[config.mk]
export PLATFORM = sky130hd
export DESIGN_NAME = uart_tx
export DESIGN_NICKNAME = d
export VERILOG_FILES = /design/src/rtl/uart_tx.sv
export SDC_FILE = /design/constraint.sdc
export NUM_CORES = 1
export LEC_CHECK = 0
export ABC_AREA = 1
export CORE_ASPECT_RATIO = 2
export CORE_MARGIN = 8
export CORE_UTILIZATION = 60
export DETAILED_ROUTE_END_ITERATION = 10
export DONT_BUFFER_PORTS = 1
export GPL_ROUTABILITY_DRIVEN = 1
export PLACE_DENSITY = 0.76
export RECOVER_POWER = 100
export SLEW_MARGIN = 20
export SYNTH_ARGS = -nofsm -noshare
export SYNTH_HDL_FRONTEND = slang
export SYNTH_SLANG_ARGS = --single-unit
[constraint.sdc]
create_clock -name CLK_100MHz -period 1.9 [get_ports CLK_100MHz]
set_clock_uncertainty 0.05 [all_clocks]
set_input_delay 0.38 -clock CLK_100MHz [delete_from_list [all_inputs] [get_ports CLK_100MHz]]
set_output_delay 0.38 -clock CLK_100MHz [all_outputs]
set_load 0.005 [all_outputs]
[src/rtl/uart_tx.sv]
// uart_tx: serial transmitter for the low byte of a Hack word, 8 data bits,
// no parity, one or two stop bits. A frame starts on a LOAD rising edge.
//
// state | meaning
// IDLE  | line high, waiting for a LOAD rising edge
// START | start bit, line low for one bit period
// DATA  | eight data bits, LSB first, one bit period each
// STOP  | line high for STOP_BITS bit periods, then back to IDLE
module uart_tx #(
    parameter int CLKS_PER_BIT = 868,
    parameter int STOP_BITS    = 1
) (
    input  logic        CLK_100MHz,
    input  logic        RESET,
    input  logic        LOAD,
    input  logic [15:0] IN,
    output logic        TX,
    output logic        TX_BUSY
);

    localparam int BAUD_W = (CLKS_PER_BIT > 1) ? $clog2(CLKS_PER_BIT) : 1;
    localparam logic [BAUD_W-1:0] BAUD_LAST = BAUD_W'(CLKS_PER_BIT - 1);
    localparam logic STOP_LAST = 1'(STOP_BITS - 1);

    typedef enum logic [1:0] {
        IDLE,
        START,
        DATA,
        STOP
    } state_t;

    state_t            state;
    logic              load_q;
    logic [BAUD_W-1:0] baud_cnt;
    logic [2:0]        bit_cnt;
    logic              stop_cnt;
    logic [7:0]        shift_reg;

    logic start_req;
    logic baud_done;

    assign start_req = LOAD && !load_q;
    assign baud_done = (baud_cnt == BAUD_LAST);

    // The high byte of the Hack word is deliberately never transmitted.
    logic unused_in_hi;
    assign unused_in_hi = ^IN[15:8];

    always_ff @(posedge CLK_100MHz) begin
        if (RESET) begin
            state     <= IDLE;
            load_q    <= 1'b0;
            baud_cnt  <= '0;
            bit_cnt   <= '0;
            stop_cnt  <= 1'b0;
            shift_reg <= '0;
            TX        <= 1'b1;
            TX_BUSY   <= 1'b0;
        end else begin
            load_q <= LOAD;
            case (state)
                IDLE: begin
                    if (start_req) begin
                        shift_reg <= IN[7:0];
                        baud_cnt  <= '0;
                        bit_cnt   <= '0;
                        stop_cnt  <= 1'b0;
                        TX        <= 1'b0;
                        TX_BUSY   <= 1'b1;
                        state     <= START;
                    end
                end
                START: begin
                    if (baud_done) begin
                        baud_cnt <= '0;
                        TX       <= shift_reg[0];
                        state    <= DATA;
                    end else begin
                        baud_cnt <= baud_cnt + 1'b1;
                    end
                end
                DATA: begin
                    if (baud_done) begin
                        baud_cnt <= '0;
                        if (bit_cnt == 3'd7) begin
                            TX    <= 1'b1;
                            state <= STOP;
                        end else begin
                            // Next bit is driven from shift_reg[1] on the same edge the register shifts.
                            bit_cnt   <= bit_cnt + 3'd1;
                            shift_reg <= {1'b0, shift_reg[7:1]};
                            TX        <= shift_reg[1];
                        end
                    end else begin
                        baud_cnt <= baud_cnt + 1'b1;
                    end
                end
                STOP: begin
                    if (baud_done) begin
                        baud_cnt <= '0;
                        if (stop_cnt == STOP_LAST) begin
                            TX_BUSY <= 1'b0;
                            state   <= IDLE;
                        end else begin
                            stop_cnt <= stop_cnt + 1'b1;
                        end
                    end else begin
                        baud_cnt <= baud_cnt + 1'b1;
                    end
                end
                default: begin
                    TX      <= 1'b1;
                    TX_BUSY <= 1'b0;
                    state   <= IDLE;
                end
            endcase
        end
    end

endmodule

Yosys cells after proc, flatten, opt, wreduce, memory -nomap -nowiden

Cells that the tools add are included.

Output and inout bits: 2
Input port bits: 19
Register bits: 27
Logic and storage cells: 65

$add $sub $neg: 3
Reductions and logical operators: 12
Equal/unequal tests: 12
Muxes and demuxes: 30

Operator list:

| cell                                                            | number |
|---|---|
| 8-bit two-way mux                                               | 3 |
| 10-bit two-way mux                                              | 2 |
| 10-bit case mux with 2 select lines                             | 1 |
| 8-bit case mux with 2 select lines                              | 1 |
| 2-bit != test, second input constant                            | 7 |
| 2-bit two-way mux                                               | 6 |
| 4-bit AND reduction                                             | 3 |
| 10-bit by 1-bit adder with 10-bit output, second input constant | 1 |
| 10-bit == test, second input constant                           | 1 |
| 1-bit two-way mux                                               | 9 |
| 3-bit two-way mux                                               | 3 |
| 2-bit case mux with 4 select lines                              | 1 |
| 3-bit case mux with 2 select lines                              | 1 |
| 6-bit AND reduction                                             | 1 |
| 2-bit == test, second input constant                            | 2 |
| 1-bit case mux with 2 select lines                              | 2 |
| 2-bit nonzero test                                              | 2 |
| 3-bit by 1-bit adder with 3-bit output, second input constant   | 1 |
| 3-bit == test, second input constant                            | 1 |
| 1-bit case mux with 3 select lines                              | 1 |
| 3-bit AND reduction                                             | 1 |
| 3-bit nonzero test                                              | 1 |
| 3-bit OR reduction                                              | 1 |
| 2-bit by 1-bit == test with 1-bit output, second input constant | 1 |
| 4 further kinds                                                 | 4 |

Depth between registers and ports, before layout

Gate-level depths: netlist of run 1.

Word-level depth: 4
Mapped depth: 10
Depth with buffers taken out: 9

Worst setup path before layout of run 1

No wires, ideal clock.

Path kind: flip-flop to flip-flop
Start: register state[0]
End: register shift_reg[7]
Cell stages (with the launch flop): 11
Path buffers: 1
Data arrival time: 1.327 ns
Setup time: 0.124 ns
Required time: 1.726 ns
Path slack: 0.399 ns
Clock period less this slack: 1.501 ns
Path through: dfxtp_1 inv_1 ha_1 inv_2 nor2_1 inv_2 nand3_4 buf_6 nand2_1 nand2_1 nor2_2

Longest elaborated chain between the ends: 3
Elaborated cells on any way between the ends: 8
Classes of those cells: eq/ne (4); mux (1); reduce/logical (3)

Ends and longest elaborated chain:

| element                                                              | line | source |
|---|---|---|
| from (decl)                                                          | 32   | `state_t state;` |
| from (signal assigned)                                               | 51   | `state <= IDLE;` |
| from (signal assigned)                                               | 70   | `state <= START;` |
| from (signal assigned)                                               | 77   | `state <= DATA;` |
| 2-bit == test / 2-bit logical NOT (equally long branches)            | 61   | `case (state)` |
| 2-bit != test (no line) / 2-bit nonzero test (equally long branches) | n/a  |  |
| 4-bit AND reduction (no line)                                        | n/a  |  |
| to (signal assigned)                                                 | 64   | `shift_reg <= IN[7:0];` |
| to (signal assigned)                                                 | 91   | `shift_reg <= {1'b0, shift_reg[7:1]};` |
| to (decl)                                                            | 37   | `logic [7:0] shift_reg;` |

Parallel ways exist; a longest one is shown, timed or not.
A chain may end at the register's enable or synchronous reset.

Final worst setup path of run 1

Start: register state[0]
End: register state[0]

Longest elaborated chain between the ends: 3
Elaborated cells on any way between the ends: 12
Classes of those cells: eq/ne (9); mux (1); reduce/logical (2)

Ends and longest elaborated chain:

| element                               | line |
|---|---|
| 2-bit == test (tied with other cells) | 61 |
| 2-bit != test (no line)               | n/a |
| 6-bit AND reduction (no line)         | n/a |

Parallel ways exist; a longest one is shown, timed or not.

==> results of run 1 <==
kinds of logic after synthesis:
| family | count (synthesis) | synth area share |
|---|---|---|
| compound gates | 33 | 0.117 |
| flops | 26 | 0.330 |
| fa+ha+maj | 8 | 0.0634 |
| buf+inv | 43 | 0.115 |
| simple gates | 128 | 0.375 |
path summary, 6_finish.rpt:
path / start / end / slack, ns / cells after the start
min: RESET / shift_reg[7] / 0.11 / 1
max reg2reg: state[0] / state[0] / 0.15 / 8
min reg2reg: TX / TX / 0.45 / 2
max: state[0] / state[0] / 0.15 / 8
power by group:
| group | leakage (nW) | total (W) | internal, W | switching (W) |
|---|---|---|---|---|
| Clock | 0.0288 | 0.000359 | 0.000185 | 0.000173 |
| Sequential | 0.213 | 0.000742 | 0.000673 | 0.0000683 |
| Combinational | 0.514 | 0.000974 | 0.000339 | 0.000635 |
| Total | 0.756 | 0.00207 | 0.00120 | 0.000876 |
synthesized netlist by cell type:
cell	count
o21ai_1	2
a31oi_1	1
o21ai_0	12
inv_2	7
clkbuf_1	1
nor2_4	2
nand2_4	1
nand4_1	6
ha_1	8
inv_1	29
nand3_1	9
nand3_4	2
o21bai_2	2
o21ai_2	1
nor2_1	32
dfxtp_1	26
o211ai_1	1
nand2_2	11
a21oi_1	14
nand2_1	62
buf_2	4
nor2_2	3
buf_6	2
layout make-up:
class,count,area (sq um),area share
repair buffers,3,22.5,0.0137
inverters,36,135,0.0824
flip-flops and latches,26,520,0.317
clock buffers,4,55.1,0.0336
well taps,28,35.0,0.0214
multi-input cells,169,872,0.532
through the flow:
step                utilization  power [W]  worst slack, ns
floorplan                     -    0.00161            0.399
global placement          0.627    0.00172            0.190
detailed placement        0.627    0.00175            0.145
CTS                       0.648    0.00211            0.129
global route              0.646    0.00225           0.0191
finish                    0.646    0.00207            0.150
worst max-delay path: stages (launching register included):
cell	delay (ns)
dfxtp_1	0.39
inv_1	0.11
ha_1	0.32
buf_4	0.20
a21oi_1	0.23
nand2_1	0.09
nor2_1	0.15
nor2_1	0.05
nor2_1	0.10
routing by layer:
metal	vias to the layer above	part of all wire
met5	-	0
li1	734	-
met2	19	0.56
met4	0	0.039
met3	12	0.017
met1	620	0.38
==> impl_metrics.csv, run 1 <==
group,metric,value,unit
outcome,status,"completed",
die,ioPinCount,21,
worst_setup_path,arrival,1.91,ns
die,die_x,52.3,um
placed_design,routabilityCongestion,0.902,
sta,finalCritPeriodShare,0.921,
sta,min_period,1.75,ns
die,die_area,4630,sq um
power_and_ir_drop,p_leak,0.756,nW
sta,setup_viol,0,
layout,layout_common_cells,"nand2_1, nor2_1, inv_1",
clocking,cts.reportedPaths.clkPinSlew,0.09,ns
drt,viasPerCell,5.21,
global_routing,grt_antenna_before_repair,0,
worst_setup_path,end_kind,"flip-flop",
synth,synth_area_leaders,"dfxtp_1, nand2_1, nor2_1",
global_routing,top_usage_layer,"met2",
synth,synth_nets,265,
layout,nets,266,
clocking,clkSinkCount,26,
worst_setup_path,start_kind,"flip-flop",
synth,synth_cells,238,
synth,ys_types,23,
global_routing,use_met2,0.295,
drt,drc,0,
clocking,htreeDepth,1,
layout,final_area,1640,sq um
clocking,tritoncts,"done",
sta,rsz0062_at_grt,"no",
synth,netlist_area,1580,sq um
layout,antenna_cells,0,
layout,layout_commonest_cell,"nand2_1",
sta,max_freq,0.571,GHz
placed_design,numPortBuffers,0,
power_and_ir_drop,powerDensity,1260,nW/um^2
die,start_util,0.622,
synth,synth_warnings,0,
clocking,cts_resized,0,
placed_design,post-dp-hpwl,2380,um
clocking,cts_setup_buffers,0,
die,num_rows,26,
clocking,numCtsBuffers,3,
synth,ys_seq_area_frac,0.330,
drt,dr.pass1.iters,4,
placed_design,dp.cells,262,
drt,totalWireLength,3110,um
global_routing,grt_pass1_wl,5470,um
sta,hold_viol_final,0,
clocking,clkLatencyLatePin,0.27,ns
flow_run,drv_cap,0,
placed_design,placed_area,1590,sq um
worst_setup_path,critPathMaxFanout,8,
layout,drive_gt1_frac,0.143,
die,die_h,88.6,um
worst_setup_path,critical_path_class,"flip-flop to flip-flop",
global_routing,grt_remaining_overflow,0,
sta,setup-tns-final,0,ns
drt,vias,1385,
clocking,clk_path_buf_depth,2,
power_and_ir_drop,ir_drop,0.755,mV
layout,syn2layout_area_growth,3.88,%
worst_setup_path,required,2.06,ns
clocking,clockRootBuffer,"clkbuf_8",
sta,final_max_slew_viol_count,0,
layout,largest_register_ffs,10,
layout,finalNonFillerCells,266,
die,core-area,2540,sq um
drt,wire_per_inst,11.7,um
sta,holdWs,0.114,ns
sta,slew_headroom,0.649,
synth,synth_top_cell_by_area,"dfxtp_1",
min_path,hold_class,"input pin to flip-flop",
global_routing,grt_pass1_vias,1388,
synth,synth.top_cell.area_share,0.330,
synth,synth_area_per_cell,6.63,sq um
sta,tightest_slew,0.526,ns
drt,postRouteAntennaNets,0,
clocking,cts_hold_buf,0,
layout,fillers,256,
global_routing,grt_start_max_net_pins,22,
global_routing,use_met3,0.0202,
global_routing,grt_use_total,0.151,
global_routing,grt_use_met1,0.135,
synth,synth-seq-cells,26,
drt,dr.first_iter.drc_count,27,
Note: power is estimated with default switching activity, not from simulation.
==> run 2: changes to the inputs <==
Settings changed: ABC_CLOCK_PERIOD_IN_PS from default to 1900.
==> results of run 2 <==
No change in the layout: final DEF, timing and power equal those of run 1.
